===== src/rtl/object_centroid_reader_pkg.sv =====
// Shared definitions for the object centroid reader: default widths and the
// sweep state encoding.
package object_centroid_reader_pkg;

   localparam int DEF_LBL_WIDTH = 8;
   localparam int DEF_LOC_SIZE  = 16;

   typedef enum logic [2:0] {
      CR_IDLE,
      CR_ISSUE,
      CR_WAIT,
      CR_CAPTURE,
      CR_DIVIDE,
      CR_EMIT,
      CR_FIN
   } cr_state_t;

endpackage


===== src/rtl/object_centroid_reader_udiv_seq.sv =====
// Unsigned restoring divider producing one quotient bit per clock.
// The first bit is resolved on the loading edge, so a result is ready WIDTH edges after start.
module udiv_seq
   import object_centroid_reader_pkg::*;
#(
   parameter int WIDTH = DEF_LOC_SIZE
) (
   input  logic             clk,
   input  logic             reset_n,
   input  logic             start,
   input  logic [WIDTH-1:0] dividend,
   input  logic [WIDTH-1:0] divisor,
   output logic             busy,
   output logic [WIDTH-1:0] quotient
);

   localparam int CNT_W = $clog2(WIDTH + 1);

   logic [CNT_W-1:0] steps_left;
   logic [WIDTH-1:0] rem;
   logic [WIDTH-1:0] divisor_q;
   logic [WIDTH-1:0] src_rem;
   logic [WIDTH-1:0] src_quo;
   logic [WIDTH-1:0] src_div;
   logic [WIDTH:0]   shifted;
   logic [WIDTH-1:0] diff;
   logic             take;

   assign busy = (steps_left != '0);

   // The quotient register doubles as the dividend shift register; a start
   // takes its operands straight from the ports instead of the held state.
   always_comb begin
      src_rem = start ? '0 : rem;
      src_quo = start ? dividend : quotient;
      src_div = start ? divisor : divisor_q;
      shifted = {src_rem, src_quo[WIDTH-1]};
      take    = (shifted >= {1'b0, src_div});
      diff    = shifted[WIDTH-1:0] - src_div;
   end

   always_ff @(posedge clk) begin
      if (!reset_n) begin
         steps_left <= '0;
         rem        <= '0;
         divisor_q  <= '0;
         quotient   <= '0;
      end else if (start || busy) begin
         rem        <= take ? diff : shifted[WIDTH-1:0];
         quotient   <= {src_quo[WIDTH-2:0], take};
         divisor_q  <= src_div;
         steps_left <= start ? CNT_W'(WIDTH - 1) : steps_left - 1'b1;
      end
   end

endmodule


===== src/rtl/object_centroid_reader.sv =====
// Post-frame sweep of the labeller's object table: reads each label's area and
// coordinate sums, divides them into a centroid and streams one record per object.
module object_centroid_reader
   import object_centroid_reader_pkg::*;
#(
   parameter int LBL_WIDTH  = DEF_LBL_WIDTH,
   parameter int LOC_SIZE   = DEF_LOC_SIZE,
   parameter int RD_LATENCY = 2,
   parameter int MIN_AREA   = 1
) (
   input  logic                 clk,
   input  logic                 reset_n,
   input  logic                 start,
   input  logic [LBL_WIDTH-1:0] num_labels,
   output logic [LBL_WIDTH-1:0] obj_id,
   input  logic [LOC_SIZE-1:0]  obj_area,
   input  logic [LOC_SIZE-1:0]  obj_x,
   input  logic [LOC_SIZE-1:0]  obj_y,
   output logic                 out_valid,
   input  logic                 out_ready,
   output logic [LBL_WIDTH-1:0] out_id,
   output logic [LOC_SIZE-1:0]  out_area,
   output logic [LOC_SIZE-1:0]  out_cx,
   output logic [LOC_SIZE-1:0]  out_cy,
   output logic                 busy,
   output logic                 done
);

   localparam logic [LOC_SIZE-1:0] MIN_AREA_V = LOC_SIZE'(MIN_AREA);
   localparam logic [7:0]          WAIT_INIT  = 8'(RD_LATENCY - 1);

   cr_state_t            state;
   logic [LBL_WIDTH-1:0] cur;
   logic [LBL_WIDTH-1:0] last;
   logic [7:0]           wait_cnt;
   logic                 at_last;
   logic                 div_start;
   logic                 x_busy;
   logic                 y_busy;
   logic [LOC_SIZE-1:0]  x_quo;
   logic [LOC_SIZE-1:0]  y_quo;

   // The read address is the current label itself, so it is already stable
   // during ISSUE and the table data lines up with CAPTURE.
   assign obj_id    = cur;
   assign at_last   = (cur == last - 1'b1);
   assign div_start = (state == CR_CAPTURE) && (obj_area >= MIN_AREA_V) && (obj_area != '0);

   udiv_seq #(.WIDTH(LOC_SIZE)) u_div_x (
      .clk      (clk),
      .reset_n  (reset_n),
      .start    (div_start),
      .dividend (obj_x),
      .divisor  (obj_area),
      .busy     (x_busy),
      .quotient (x_quo)
   );

   udiv_seq #(.WIDTH(LOC_SIZE)) u_div_y (
      .clk      (clk),
      .reset_n  (reset_n),
      .start    (div_start),
      .dividend (obj_y),
      .divisor  (obj_area),
      .busy     (y_busy),
      .quotient (y_quo)
   );

   always_ff @(posedge clk) begin
      if (!reset_n) begin
         state     <= CR_IDLE;
         cur       <= '0;
         last      <= '0;
         wait_cnt  <= '0;
         busy      <= 1'b0;
         done      <= 1'b0;
         out_valid <= 1'b0;
         out_id    <= '0;
         out_area  <= '0;
         out_cx    <= '0;
         out_cy    <= '0;
      end else begin
         done <= 1'b0;
         case (state)
            CR_IDLE: begin
               if (start) begin
                  last  <= num_labels;
                  cur   <= LBL_WIDTH'(1);
                  busy  <= 1'b1;
                  state <= (num_labels <= LBL_WIDTH'(1)) ? CR_FIN : CR_ISSUE;
               end
            end
            CR_ISSUE: begin
               wait_cnt <= WAIT_INIT;
               state    <= (RD_LATENCY == 1) ? CR_CAPTURE : CR_WAIT;
            end
            CR_WAIT: begin
               wait_cnt <= wait_cnt - 1'b1;
               if (wait_cnt <= 8'd1) begin
                  state <= CR_CAPTURE;
               end
            end
            // Undersized objects are dropped here; a zero area can only get
            // past the size filter when MIN_AREA is 0 and must not be divided.
            CR_CAPTURE: begin
               out_id   <= cur;
               out_area <= obj_area;
               if (obj_area < MIN_AREA_V) begin
                  if (at_last) begin
                     state <= CR_FIN;
                  end else begin
                     cur   <= cur + 1'b1;
                     state <= CR_ISSUE;
                  end
               end else if (obj_area == '0) begin
                  out_cx    <= '0;
                  out_cy    <= '0;
                  out_valid <= 1'b1;
                  state     <= CR_EMIT;
               end else begin
                  state <= CR_DIVIDE;
               end
            end
            CR_DIVIDE: begin
               if (!(x_busy || y_busy)) begin
                  out_cx    <= x_quo;
                  out_cy    <= y_quo;
                  out_valid <= 1'b1;
                  state     <= CR_EMIT;
               end
            end
            CR_EMIT: begin
               if (out_ready) begin
                  out_valid <= 1'b0;
                  if (at_last) begin
                     state <= CR_FIN;
                  end else begin
                     cur   <= cur + 1'b1;
                     state <= CR_ISSUE;
                  end
               end
            end
            CR_FIN: begin
               done  <= 1'b1;
               busy  <= 1'b0;
               state <= CR_IDLE;
            end
            default: state <= CR_IDLE;
         endcase
      end
   end

endmodule


===== config.mk =====
export PLATFORM = sky130hd
export DESIGN_NAME = object_centroid_reader
export DESIGN_NICKNAME = d
export VERILOG_FILES = /design/src/rtl/object_centroid_reader_pkg.sv /design/src/rtl/object_centroid_reader_udiv_seq.sv /design/src/rtl/object_centroid_reader.sv
export SDC_FILE = /design/constraint.sdc
export NUM_CORES = 1
export LEC_CHECK = 0
export CORE_MARGIN = 3
export CORE_UTILIZATION = 42
export DETAILED_ROUTE_END_ITERATION = 16
export PLACE_DENSITY_LB_ADDON = 0.2
export SLEW_MARGIN = 20
export SYNTH_ARGS = -nofsm -noshare
export SYNTH_HDL_FRONTEND = slang
export SYNTH_HIERARCHICAL = 1
export SYNTH_SLANG_ARGS = --single-unit

===== constraint.sdc =====
create_clock -name clk -period 4.38 [get_ports clk]
set_input_delay 0.876 -clock clk [delete_from_list [all_inputs] [get_ports clk]]
set_output_delay 0.876 -clock clk [all_outputs]
set_load 0.05 [all_outputs]

==> impl_metrics.json, run 1 <==
{
  "outcome": "complete, no violations",
  "max_stage_delay_ps": 490,
  "grt_use_met1": 0.2912,
  "cts_tree": "built",
  "hold_violations": 0,
  "grt_pass1_vias": 8789,
  "ys.flop_type": "dfxtp_1",
  "setup_violations": 0,
  "cp_slowest_cell": "nor4_2",
  "first_pass_iters": 5,
  "cp_cell_sequence": "clkdlybuf4s50_1 > nor4_2 > and4_1 > nor2_4 > buf_12 > mux2i_1 > inv_1 > fa_1 > nor2b_1 > o31ai_2 > a21oi_1 > o41ai_2 > o21ai_0 > xor2_1 > a22o_1",
  "ys_ff_latch": 192,
  "final_nets": 1523,
  "cap_viol_max_count": 0,
  "hold_start": "out_cx[0]",
  "grt_usage": 0.2131,
  "power_density_nw_per_um2": 668.0,
  "hold_path.class": "reg2reg",
  "cts_buffers": 17,
  "postRouteAntennaNets": 0,
  "fin_hold_ws_ps": 452.4,
  "ff_latch_area_um2": 3844,
  "whs_endpoint": "out_cx[0]",
  "place_congestion": 0.8604,
  "io_buffers": 126,
  "cp_top_family": "simple AND/OR/NAND/NOR gates",
  "grt_max_degree": 65,
  "cts_buffer_depth": 2,
  "fin_skew_ps": 10.92,
  "vdd.ir_drop.worst_mv": 0.3460,
  "path_buf_inv": 3,
  "vias": 9187,
  "met2_usage": 0.3492,
  "syn-cell-area_um2": 10140,
  "drc": 0,
  "mostFrequentLayoutCell": "nand2_1",
  "vias_per_cell": 5.241,
  "finalCritPeriodShare": 0.9594,
  "worstPathArrival_ps": 4550,
  "rows": 56,
  "path_clk_slew_ps": 80,
  "rr_startpoint": "state[1]",
  "path_max_fanout": 13,
  "hold_depth": 2,
  "required_ps": 4720,
  "htree_levels": 4,
  "drtIter0Drc": 604,
  "max_freq_mhz": 238.0,
  "routed_wirelength_mm": 28.02,
  "drive_above_1_share": 0.1430,
  "setup.worst_path.end_class": "flip-flop",
  "dieWidth_um": 161.4,
  "syn-num-nets": 1315,
  "core_um2": 23610,
  "synthArstFlopShare": 0,
  "fin_area_um2": 13190,
  "multiInputGateArea_um2": 5961,
  "grt-ovfl-total": 0,
  "synth.distinct_cells": 70,
  "gr-usage-met3": 0.04129,
  "clk_latency_ps": 440,
  "final_cell_mix": "nand2_1, dfxtp_1, buf_4",
  "ioPinCount": 127,
  "wire_per_inst_um": 15.98,
  "antenna_found_initial": 0,
  "fillerInstances": 2201,
  "period_needed_ps": 4202,
  "dpl_cell_area_um2": 12580,
  "r2r_cells": 13,
  "syn_area_per_cell_um2": 8.356,
  "worstReg2RegEnd": "u_div_x/rem[15]",
  "busiest_layer": "met2",
  "syn2layout_area_growth_pct": 30.17,
  "relSlewSlack": 0.3992,
  "syn_inst": 1213,
  "antenna-diode-count": 0,
  "rsz0062_at_grt": "false",
  "start_util": 0.4293,
  "yosysSeqAreaShare": 0.3792,
  "worst_slew_pin_slew_ps": 899.8,
  "synth-edff-count": 0,
  "drv_slew": 0,
  "yosys_warnings": 6,
  "cts.sinks": 192,
  "post-dp-hpwl_mm": 20.48,
  "cellLeakagePower_nw": 5.004,
  "grt_pass1_wl_mm": 45.35,
  "r2r_setup_slack_ps": 820,
  "start_kind": "input port",
  "fp.dieArea_um2": 26030,
  "die_h_um": 161.4,
  "path_class": "in2reg",
  "cts-root-buf": "clkbuf_16"
}
cells in the mapped netlist (all sizes together) (4+ instances only):
master,instances,area share
a21boi,10,0.0074
a21oi,126,0.063
a221oi,4,0.0069
a22o,12,0.010
a31oi,7,0.0043
and2,40,0.025
and3,7,0.0043
and4,4,0.0037
buf,16,0.0086
clkbuf,52,0.019
dfxtp,192,0.38
ha,40,0.049
inv,21,0.0078
mux2,4,0.0044
mux2i,76,0.075
nand2,216,0.080
nand2b,12,0.0074
nand3,23,0.011
nand4,10,0.0062
nor2,42,0.016
nor2b,68,0.042
nor3,19,0.011
nor3b,5,0.0037
nor4,7,0.0049
o211ai,8,0.0086
o21a,12,0.0089
o21ai,89,0.044
o221ai,5,0.0056
o311ai,4,0.0042
o31ai,6,0.0078
or2,4,0.0025
or3,6,0.0037
or4,7,0.0056
xnor2,18,0.016
xor2,13,0.011
sequential cells by signal, indices dropped and copies added (netlist names):
name,flops
u_div_y/divisor_q,16
u_div_x/rem,16
out_id,8
busy,1
u_div_x/steps_left,5
obj_id,8
out_valid,1
out_area,16
out_cx,16
state,3
last,8
u_div_y/quotient,16
u_div_x/divisor_q,16
u_div_y/steps_left,5
u_div_y/rem,16
u_div_x/quotient,16
wait_cnt,8
out_cy,16
done,1
worst min-delay path: stages, from the launching register on:
cell and delay (ps):
dfxtp_1 310, nand2_1 50, a21oi_1 50
what timing repair did:
item,CTS,global route
hold buffers,0,0
endpoints found under the hold margin,0,0
setup buffers,0,0
endpoints found under the setup margin,0,30
gates resized for setup,0,1
logic make-up (layout without fill, tap and decap cells):
kind of cell / Yosys count / in the layout / synth area share
xor gates and xnor gates: 31 / 31 / 0.02679
AOI/OAI and AO/OA: 299 / 299 / 0.1880
muxes: 80 / 80 / 0.07950
DFF: 192 / 192 / 0.3792
buffers and inverters: 90 / 311 / 0.03604
adders and majority gates: 42 / 42 / 0.05333
and+or+nand+nor: 479 / 479 / 0.2371
power by group:
| group | total, mW | switching (mW) | internal, mW | leakage [nW] |
|---|---|---|---|---|
| registers | 2.27 | 0.214 | 2.05 | 1.56 |
| logic | 4.95 | 2.61 | 2.34 | 3.15 |
| clock network | 1.60 | 0.769 | 0.831 | 0.294 |
| total | 8.81 | 3.59 | 5.22 | 5.00 |
worst max path at each step:
stage | depth (start not counted) | start | slack, ps | end
floorplan | 14 | obj_area[12] | 350 | u_div_x/rem[14]
global placement | 14 | obj_area[3] | -230 | u_div_y/rem[13]
detailed placement | 15 | obj_area[3] | -260 | u_div_y/rem[14]
CTS | 15 | obj_area[3] | 180 | u_div_y/rem[14]
global route | 15 | obj_area[3] | 20 | u_div_y/rem[14]
finish | 15 | obj_area[3] | 180 | u_div_y/rem[14]
metal layers:
layer,vias up,wire (µm)
met4,0,372
met2,224,12980
met3,25,1500
li1,4661,-
met5,-,0
met1,4277,13170
cell type report:
cell class                      instances  share of cell area
Timing Repair Buffer                  257              0.1745
Inverter                               22            0.006259
Tap cell                              319             0.03025
Clock inverter                         14             0.01261
Clock buffer                           18             0.03329
Multi-Input combinational cell        931              0.4518
Sequential cell                       192              0.2913
per-stage QoR:
stage	util	power [mW]	setup TNS [ps]	std cells	worst slack, ps
5_1_grt	0.5588	9.470	0	1753	20.37
6_report	0.5588	8.813	0	1753	177.9
3_3_place_gp	0.5329	7.123	-4422	1721	-232.4
4_1_cts	0.5585	8.831	0	1753	175.8
3_5_place_dp	0.5329	7.188	-4757	1721	-263.6
2_1_floorplan	-	5.658	0	1213	353.7
Power figures use the tool's default switching activity.
==> inputs of run 2 (changes only) <==
Settings changed: SKIP_CTS_REPAIR_TIMING from default to 1.
==> results of run 2 <==
Same layout as run 1: the final DEF is identical, and so are final timing and power.
